==> config.mk <==
export PLATFORM = sky130hd
export DESIGN_NAME = vs_inner_product_engine
export DESIGN_NICKNAME = d
export VERILOG_FILES = /design/src/rtl/vs_inner_product_engine.sv
export SDC_FILE = /design/constraint.sdc
export NUM_CORES = 2
export LEC_CHECK = 0
export CAP_MARGIN = 0
export CELL_PAD_IN_SITES_DETAIL_PLACEMENT = 1
export CELL_PAD_IN_SITES_GLOBAL_PLACEMENT = 1
export CORE_ASPECT_RATIO = 1.5
export CORE_MARGIN = 3
export CORE_UTILIZATION = 45
export CTS_CLUSTER_DIAMETER = 40
export DETAILED_ROUTE_END_ITERATION = 8
export HOLD_SLACK_MARGIN = 0.1
export PLACE_DENSITY_LB_ADDON = 0.1
export SLEW_MARGIN = 20
export SYNTH_ARGS = -nofsm -noshare
export SYNTH_HDL_FRONTEND = slang
export SYNTH_SLANG_ARGS = --single-unit
==> constraint.sdc <==
create_clock -name clk -period 7.95 [get_ports clk]
set_input_delay 1.59 -clock clk [delete_from_list [all_inputs] [get_ports clk]]
set_output_delay 1.59 -clock clk [all_outputs]
set_load 0.05 [all_outputs]
==> src/rtl/vs_inner_product_engine.sv <==
// Correlation engine: streams a column-major dictionary against a signal vector
// through one Q15 MAC, emitting one inner product per atom plus the max-|ip| atom.
module vs_inner_product_engine #(
  parameter int SIGNAL_SIZE               = 64,
  parameter int DICTIONARY_SIZE           = 256,
  parameter int FP_Q                      = 15,
  parameter int FP_DATA_BUS_WIDTH         = 32,
  parameter int SIGNAL_ADDR_WIDTH         = (SIGNAL_SIZE > 1) ? $clog2(SIGNAL_SIZE) : 1,
  parameter int DICTIONARY_ADDR_WIDTH     = $clog2(SIGNAL_SIZE * DICTIONARY_SIZE),
  parameter int REPRESENTATION_ADDR_WIDTH = (DICTIONARY_SIZE > 1) ? $clog2(DICTIONARY_SIZE) : 1
) (
  input  logic                                 clk,
  input  logic                                 rst_n,
  input  logic                                 start,
  output logic                                 busy,
  output logic                                 done,
  output logic [SIGNAL_ADDR_WIDTH-1:0]         y_addr,
  input  logic [FP_DATA_BUS_WIDTH-1:0]         y_data,
  output logic [DICTIONARY_ADDR_WIDTH-1:0]     dict_addr,
  input  logic [FP_DATA_BUS_WIDTH-1:0]         dict_data,
  output logic                                 ip_valid,
  output logic [REPRESENTATION_ADDR_WIDTH-1:0] ip_index,
  output logic [31:0]                          ip_value,
  output logic [REPRESENTATION_ADDR_WIDTH-1:0] best_index,
  output logic [31:0]                          best_abs
);

  localparam int SAW = SIGNAL_ADDR_WIDTH;
  localparam int DAW = DICTIONARY_ADDR_WIDTH;
  localparam int RAW = REPRESENTATION_ADDR_WIDTH;
  localparam int DW  = FP_DATA_BUS_WIDTH;

  localparam logic [SAW-1:0] ROW_LAST   = SAW'(SIGNAL_SIZE - 1);
  localparam logic [DAW-1:0] LIN_PENULT = DAW'(SIGNAL_SIZE * DICTIONARY_SIZE - 2);

  typedef enum logic [1:0] {
    IDLE  = 2'd0,
    RUN   = 2'd1,
    DRAIN = 2'd2,
    DONE  = 2'd3
  } state_e;

  state_e         state_q, state_d;
  logic [1:0]     drain_q, drain_d;
  logic           busy_q, busy_d;
  logic           done_q, done_d;
  logic           launch_s, issue_s;

  logic [SAW-1:0] row_q;
  logic [RAW-1:0] col_q;
  logic [DAW-1:0] lin_q;
  logic           v1_q, v2_q, v3_q;
  logic [SAW-1:0] row2_q;
  logic [RAW-1:0] col2_q, col3_q;
  logic           first3_q, last3_q;

  logic signed [63:0] y_ext_s, d_ext_s;
  logic signed [63:0] prod_q;
  logic signed [63:0] acc_q, acc_d;

  logic           ip_valid_q;
  logic [RAW-1:0] ip_index_q;
  logic [31:0]    ip_value_q;
  logic [31:0]    ip_mag_s;
  logic [RAW-1:0] best_index_q;
  logic [31:0]    best_abs_q;

  // Q30 accumulator -> Q15 with floor shift, clamped to the signed 32-bit range.
  function automatic logic [31:0] sat_q15(input logic signed [63:0] acc);
    logic signed [63:0] sh;
    sh = acc >>> FP_Q;
    if (sh > 64'sh0000_0000_7FFF_FFFF) begin
      sat_q15 = 32'h7FFF_FFFF;
    end else if (sh < 64'shFFFF_FFFF_8000_0000) begin
      sat_q15 = 32'h8000_0000;
    end else begin
      sat_q15 = sh[31:0];
    end
  endfunction

  function automatic logic [31:0] abs_q15(input logic [31:0] v);
    if (v == 32'h8000_0000) begin
      abs_q15 = 32'h7FFF_FFFF;
    end else if (v[31]) begin
      abs_q15 = 32'h0000_0000 - v;
    end else begin
      abs_q15 = v;
    end
  endfunction

  // FSM state register
  always_ff @(posedge clk or negedge rst_n) begin
    if (!rst_n) begin
      state_q <= IDLE;
      drain_q <= 2'd0;
      busy_q  <= 1'b0;
      done_q  <= 1'b0;
    end else begin
      state_q <= state_d;
      drain_q <= drain_d;
      busy_q  <= busy_d;
      done_q  <= done_d;
    end
  end

  // FSM next state and issue control
  always_comb begin
    state_d  = state_q;
    drain_d  = drain_q;
    busy_d   = busy_q;
    done_d   = 1'b0;
    launch_s = 1'b0;
    issue_s  = 1'b0;
    case (state_q)
      IDLE: begin
        if (start) begin
          state_d  = RUN;
          launch_s = 1'b1;
          busy_d   = 1'b1;
        end else begin
          busy_d = 1'b0;
        end
      end
      RUN: begin
        issue_s = 1'b1;
        if (lin_q == LIN_PENULT) begin
          state_d = DRAIN;
          drain_d = 2'd0;
        end else begin
          state_d = RUN;
        end
      end
      DRAIN: begin
        if (drain_q == 2'd3) begin
          state_d = DONE;
          busy_d  = 1'b0;
          done_d  = 1'b1;
        end else begin
          drain_d = drain_q + 2'd1;
        end
      end
      DONE: begin
        state_d = IDLE;
        busy_d  = 1'b0;
      end
      default: begin
        state_d = IDLE;
        busy_d  = 1'b0;
      end
    endcase
  end

  // Address generation (row fastest) and tag pipeline alongside the memory read
  always_ff @(posedge clk or negedge rst_n) begin
    if (!rst_n) begin
      row_q  <= {SAW{1'b0}};
      col_q  <= {RAW{1'b0}};
      lin_q  <= {DAW{1'b0}};
      v1_q   <= 1'b0;
      v2_q   <= 1'b0;
      row2_q <= {SAW{1'b0}};
      col2_q <= {RAW{1'b0}};
    end else begin
      v1_q   <= launch_s | issue_s;
      v2_q   <= v1_q;
      row2_q <= row_q;
      col2_q <= col_q;
      if (launch_s) begin
        row_q <= {SAW{1'b0}};
        col_q <= {RAW{1'b0}};
        lin_q <= {DAW{1'b0}};
      end else if (issue_s) begin
        lin_q <= lin_q + {{(DAW-1){1'b0}}, 1'b1};
        if (row_q == ROW_LAST) begin
          row_q <= {SAW{1'b0}};
          col_q <= col_q + {{(RAW-1){1'b0}}, 1'b1};
        end else begin
          row_q <= row_q + {{(SAW-1){1'b0}}, 1'b1};
        end
      end
    end
  end

  assign y_ext_s = $signed({{(64-DW){y_data[DW-1]}}, y_data});
  assign d_ext_s = $signed({{(64-DW){dict_data[DW-1]}}, dict_data});
  assign acc_d   = first3_q ? prod_q : (acc_q + prod_q);
  assign ip_mag_s = abs_q15(ip_value_q);

  // Product register, row-restarting accumulator and per-atom result
  always_ff @(posedge clk or negedge rst_n) begin
    if (!rst_n) begin
      v3_q       <= 1'b0;
      first3_q   <= 1'b0;
      last3_q    <= 1'b0;
      col3_q     <= {RAW{1'b0}};
      prod_q     <= 64'sd0;
      acc_q      <= 64'sd0;
      ip_valid_q <= 1'b0;
      ip_index_q <= {RAW{1'b0}};
      ip_value_q <= 32'h0000_0000;
    end else begin
      v3_q       <= v2_q;
      first3_q   <= (row2_q == {SAW{1'b0}});
      last3_q    <= (row2_q == ROW_LAST);
      col3_q     <= col2_q;
      ip_valid_q <= v3_q & last3_q;
      if (v2_q) begin
        prod_q <= y_ext_s * d_ext_s;
      end
      if (v3_q) begin
        acc_q <= acc_d;
        if (last3_q) begin
          ip_index_q <= col3_q;
          ip_value_q <= sat_q15(acc_d);
        end
      end
    end
  end

  // Running argmax; strict compare keeps the lowest index on ties
  always_ff @(posedge clk or negedge rst_n) begin
    if (!rst_n) begin
      best_abs_q   <= 32'h0000_0000;
      best_index_q <= {RAW{1'b0}};
    end else if (launch_s) begin
      best_abs_q   <= 32'h0000_0000;
      best_index_q <= {RAW{1'b0}};
    end else if (ip_valid_q && (ip_mag_s > best_abs_q)) begin
      best_abs_q   <= ip_mag_s;
      best_index_q <= ip_index_q;
    end
  end

  assign busy       = busy_q;
  assign done       = done_q;
  assign y_addr     = row_q;
  assign dict_addr  = lin_q;
  assign ip_valid   = ip_valid_q;
  assign ip_index   = ip_index_q;
  assign ip_value   = ip_value_q;
  assign best_index = best_index_q;
  assign best_abs   = best_abs_q;

endmodule
==> flow_summary.yaml <==
status:
  status: "complete, but fails checks"
  violations: "negative setup slack"
placement:
  gp_congestion: 0.911
  io_buffers: 169
  placed_cell_area_mm2: 0.0603
  hpwl_mm: 136
clocking:
  cts_inserted_buffers: 27
  clockBufferDepth: 3
  tritoncts: "built"
  root_buffer: "clkbuf_16"
  cts_sinks: 270
  clock_latency_ns: 0.56
  clk_pin_slew_worst_paths_ns: 0.07
  htree_levels: 1
  cts-hold-fix-buffers: 0
sta:
  slew_viol_final: 0
  clock_skew_ns: 0.0139
  max-slew-margin-rel: 0.394
  setup_violations: 34
  finalHoldViolCount: 0
  layout_min_cycle_time_ns: 9.01
  min_period_over_period: 1.13
  worst_slack_ns: -1.06
  worst_slew_pin_slew_ns: 0.897
  rsz0062_at_grt: "yes"
  whs_ns: 0.354
  fmax_ghz: 0.111
grt:
  grt_pass1_vias: 49785
  grt_start_max_net_pins: 130
  grt_pass1_wl_mm: 284
  antenna_found_initial: 5
  overflow: 0
  grt_usage: 0.301
route:
  dr.pass1.iters: 5
  drt.antenna.violating_nets: 0
  drt-initial-drc-count: 2011
  drcViolationCount: 0
  drt-vias-per-instance: 5.45
  finalWirelength_mm: 183
  vias: 43114
  wl_per_cell_um: 23.2
critical_path:
  max_stage_delay_ns: 0.60
  worst_path_max_delay_cell: "fa_2"
  startpoint_type: "input pin"
  criticalPathCategory: "in2reg"
  crit_path_end_kind: "flip-flop"
  cpMostUsedCell: "fa_1"
  required_ns: 8.40
  critPathMaxFanout: 3
  arrival_ns: 9.46
synthesis:
  synth_area_mm2: 0.0527
  synth_edf_count: 0
  syn_inst: 5711
  ys_top_cells_by_count: "1083 x fa_1, 1037 x inv_1, 709 x nand2_1"
  synthTopCellsByArea: "fa_1 41%, dfrtp_1 13%, inv_1 7.4%, ha_1 6.8%, and2_1 6.2%"
  yosys_warnings: 0
  avgSynthCellArea_um2: 9.23
  syn-num-nets: 7146
  async_flop_share: 1.00
  yosys.cell_count.top_type: "fa_1"
  ys.flop_type: "dfrtp_1"
  synth_cell_types: 95
  ys_ff_latch: 270
  yosys.area.top_type_share: 0.411
  synth.largest_area_cell: "fa_1"
  seq_area_frac_synth: 0.128
flow_run:
  drv_cap: 0
floorplan:
  io_pins: 170
  dieArea_mm2: 0.121
  row_count: 153
  fp.coreArea_mm2: 0.116
  start_util: 0.454
  die_y_um: 425
  die_w_um: 285
hold_path:
  hp-class: "reg2reg"
final_layout:
  drive_above_1_share: 0.209
  design_area_mm2: 0.0658
  fin_nets: 7771
  area_growth_pct: 24.8
metrics by stage:
| step | setup WS, ns | std cells | TNS (ns) | util |
|---|---|---|---|---|
| after floorplan | -1.16 | 5711 | -10.57 | - |
| after detailed placement | -1.81 | 7614 | -56.52 | 0.519 |
| after global placement | -1.69 | 7614 | -51.31 | 0.519 |
| after CTS | -0.726 | 7876 | -11.11 | 0.558 |
| after global routing | -1.20 | 7906 | -22.33 | 0.566 |
| final | -1.06 | 7908 | -16.61 | 0.566 |
routing by layer:
| metal | vias to the layer above | track usage | part of all wire |
|---|---|---|---|
| met2 | 1126 | 0.571 | 0.53 |
| li1 | 18828 | - | - |
| met3 | 558 | 0.0226 | 0.033 |
| met5 | - | 0 | 0.000087 |
| met4 | 2 | 0.155 | 0.070 |
| met1 | 22600 | 0.334 | 0.36 |
critical path, delay by kind of cell:
family	cells	cell delay [ns]
compound gates	11	2.22
xor+xnor	1	0.17
simple gates	1	0.14
buf+inv	6	0.68
mux	1	0.26
fa+ha+maj	9	4.41
final timing paths:
kind / start / end / slack [ns] / cells past startpoint
worst max-delay path: dict_data[10] / prod_q[62] / -1.06 / 29
worst min-delay path: col2_q[4] / col3_q[4] / 0.35 / 0
worst max register to register: ip_value[0] / best_abs[16] / 2.03 / 24
worst min register to register: col2_q[4] / col3_q[4] / 0.35 / 0
max in group asynchronous: rst_n / acc_q[25] / 5.58 / 2
min in group asynchronous: rst_n / prod_q[1] / 0.98 / 1
cells by family after synthesis:
kind of cell	share of synthesized area
DFF	0.128
adders and majority gates	0.479
AOI/OAI and AO/OA	0.0861
buffers and inverters	0.0960
and+or+nand+nor	0.164
muxes	0.0201
xor gates and xnor gates	0.0264
flip-flops by register name, indices dropped and copies added, names as in the netlist, 6 cells and up, named ones only:
name / flops
dict_addr: 14
col2_q: 8
col3_q: 8
col_q: 8
prod_q: 64
best_index: 8
ip_index: 8
acc_q: 64
y_addr: 6
ip_value: 32
row2_q: 6
best_abs: 32
timing repair:
item / 4_1_cts / 5_1_grt
gates cloned: 31 / 1
gates resized for setup: 601 / 235
buffers inserted: 188 / 43
pin swaps: 331 / 171
setup endpoints to repair: 40 / 41
area by class of cell:
type,count,area [µm²]
fillers,12988,50400
multi-input cells,4105,42600
repair buffers,894,9660
flip-flops and latches,270,6770
inverters,1038,3910
well taps,1550,1940
clock buffers,32,724
clock inverters,16,179
diodes,3,7.51
cell usage in the layout, fill, tap and decap left out, types with 24 or more instances in the layout:
cell type        instances
xor2_1                  75
inv_2                   69
a21oi_1                181
mux2i_1                 26
nand3_1                 53
nor3_1                  24
buf_12                 115
a21o_1                  71
fa_2                    99
inv_1                  966
and2_1                 458
ha_1                   247
fa_1                   984
a21oi_2                 25
nand4_1                 46
nand2b_1                25
nand2_1                685
buf_6                   94
o21ai_1                 24
buf_4                  490
bufbuf_16               24
ha_4                    36
o2bb2ai_1               25
a211oi_1                41
mux2_2                  49
nor2_1                 267
clkbuf_16               28
clkdlybuf4s50_1        104
and2_4                  68
o21ai_0                132
xnor2_1                 72
dfrtp_1                267
Power is left out: the tool's default activity adds up to more than one toggle a clock period on the data nets, which glitch-free logic cannot reach.
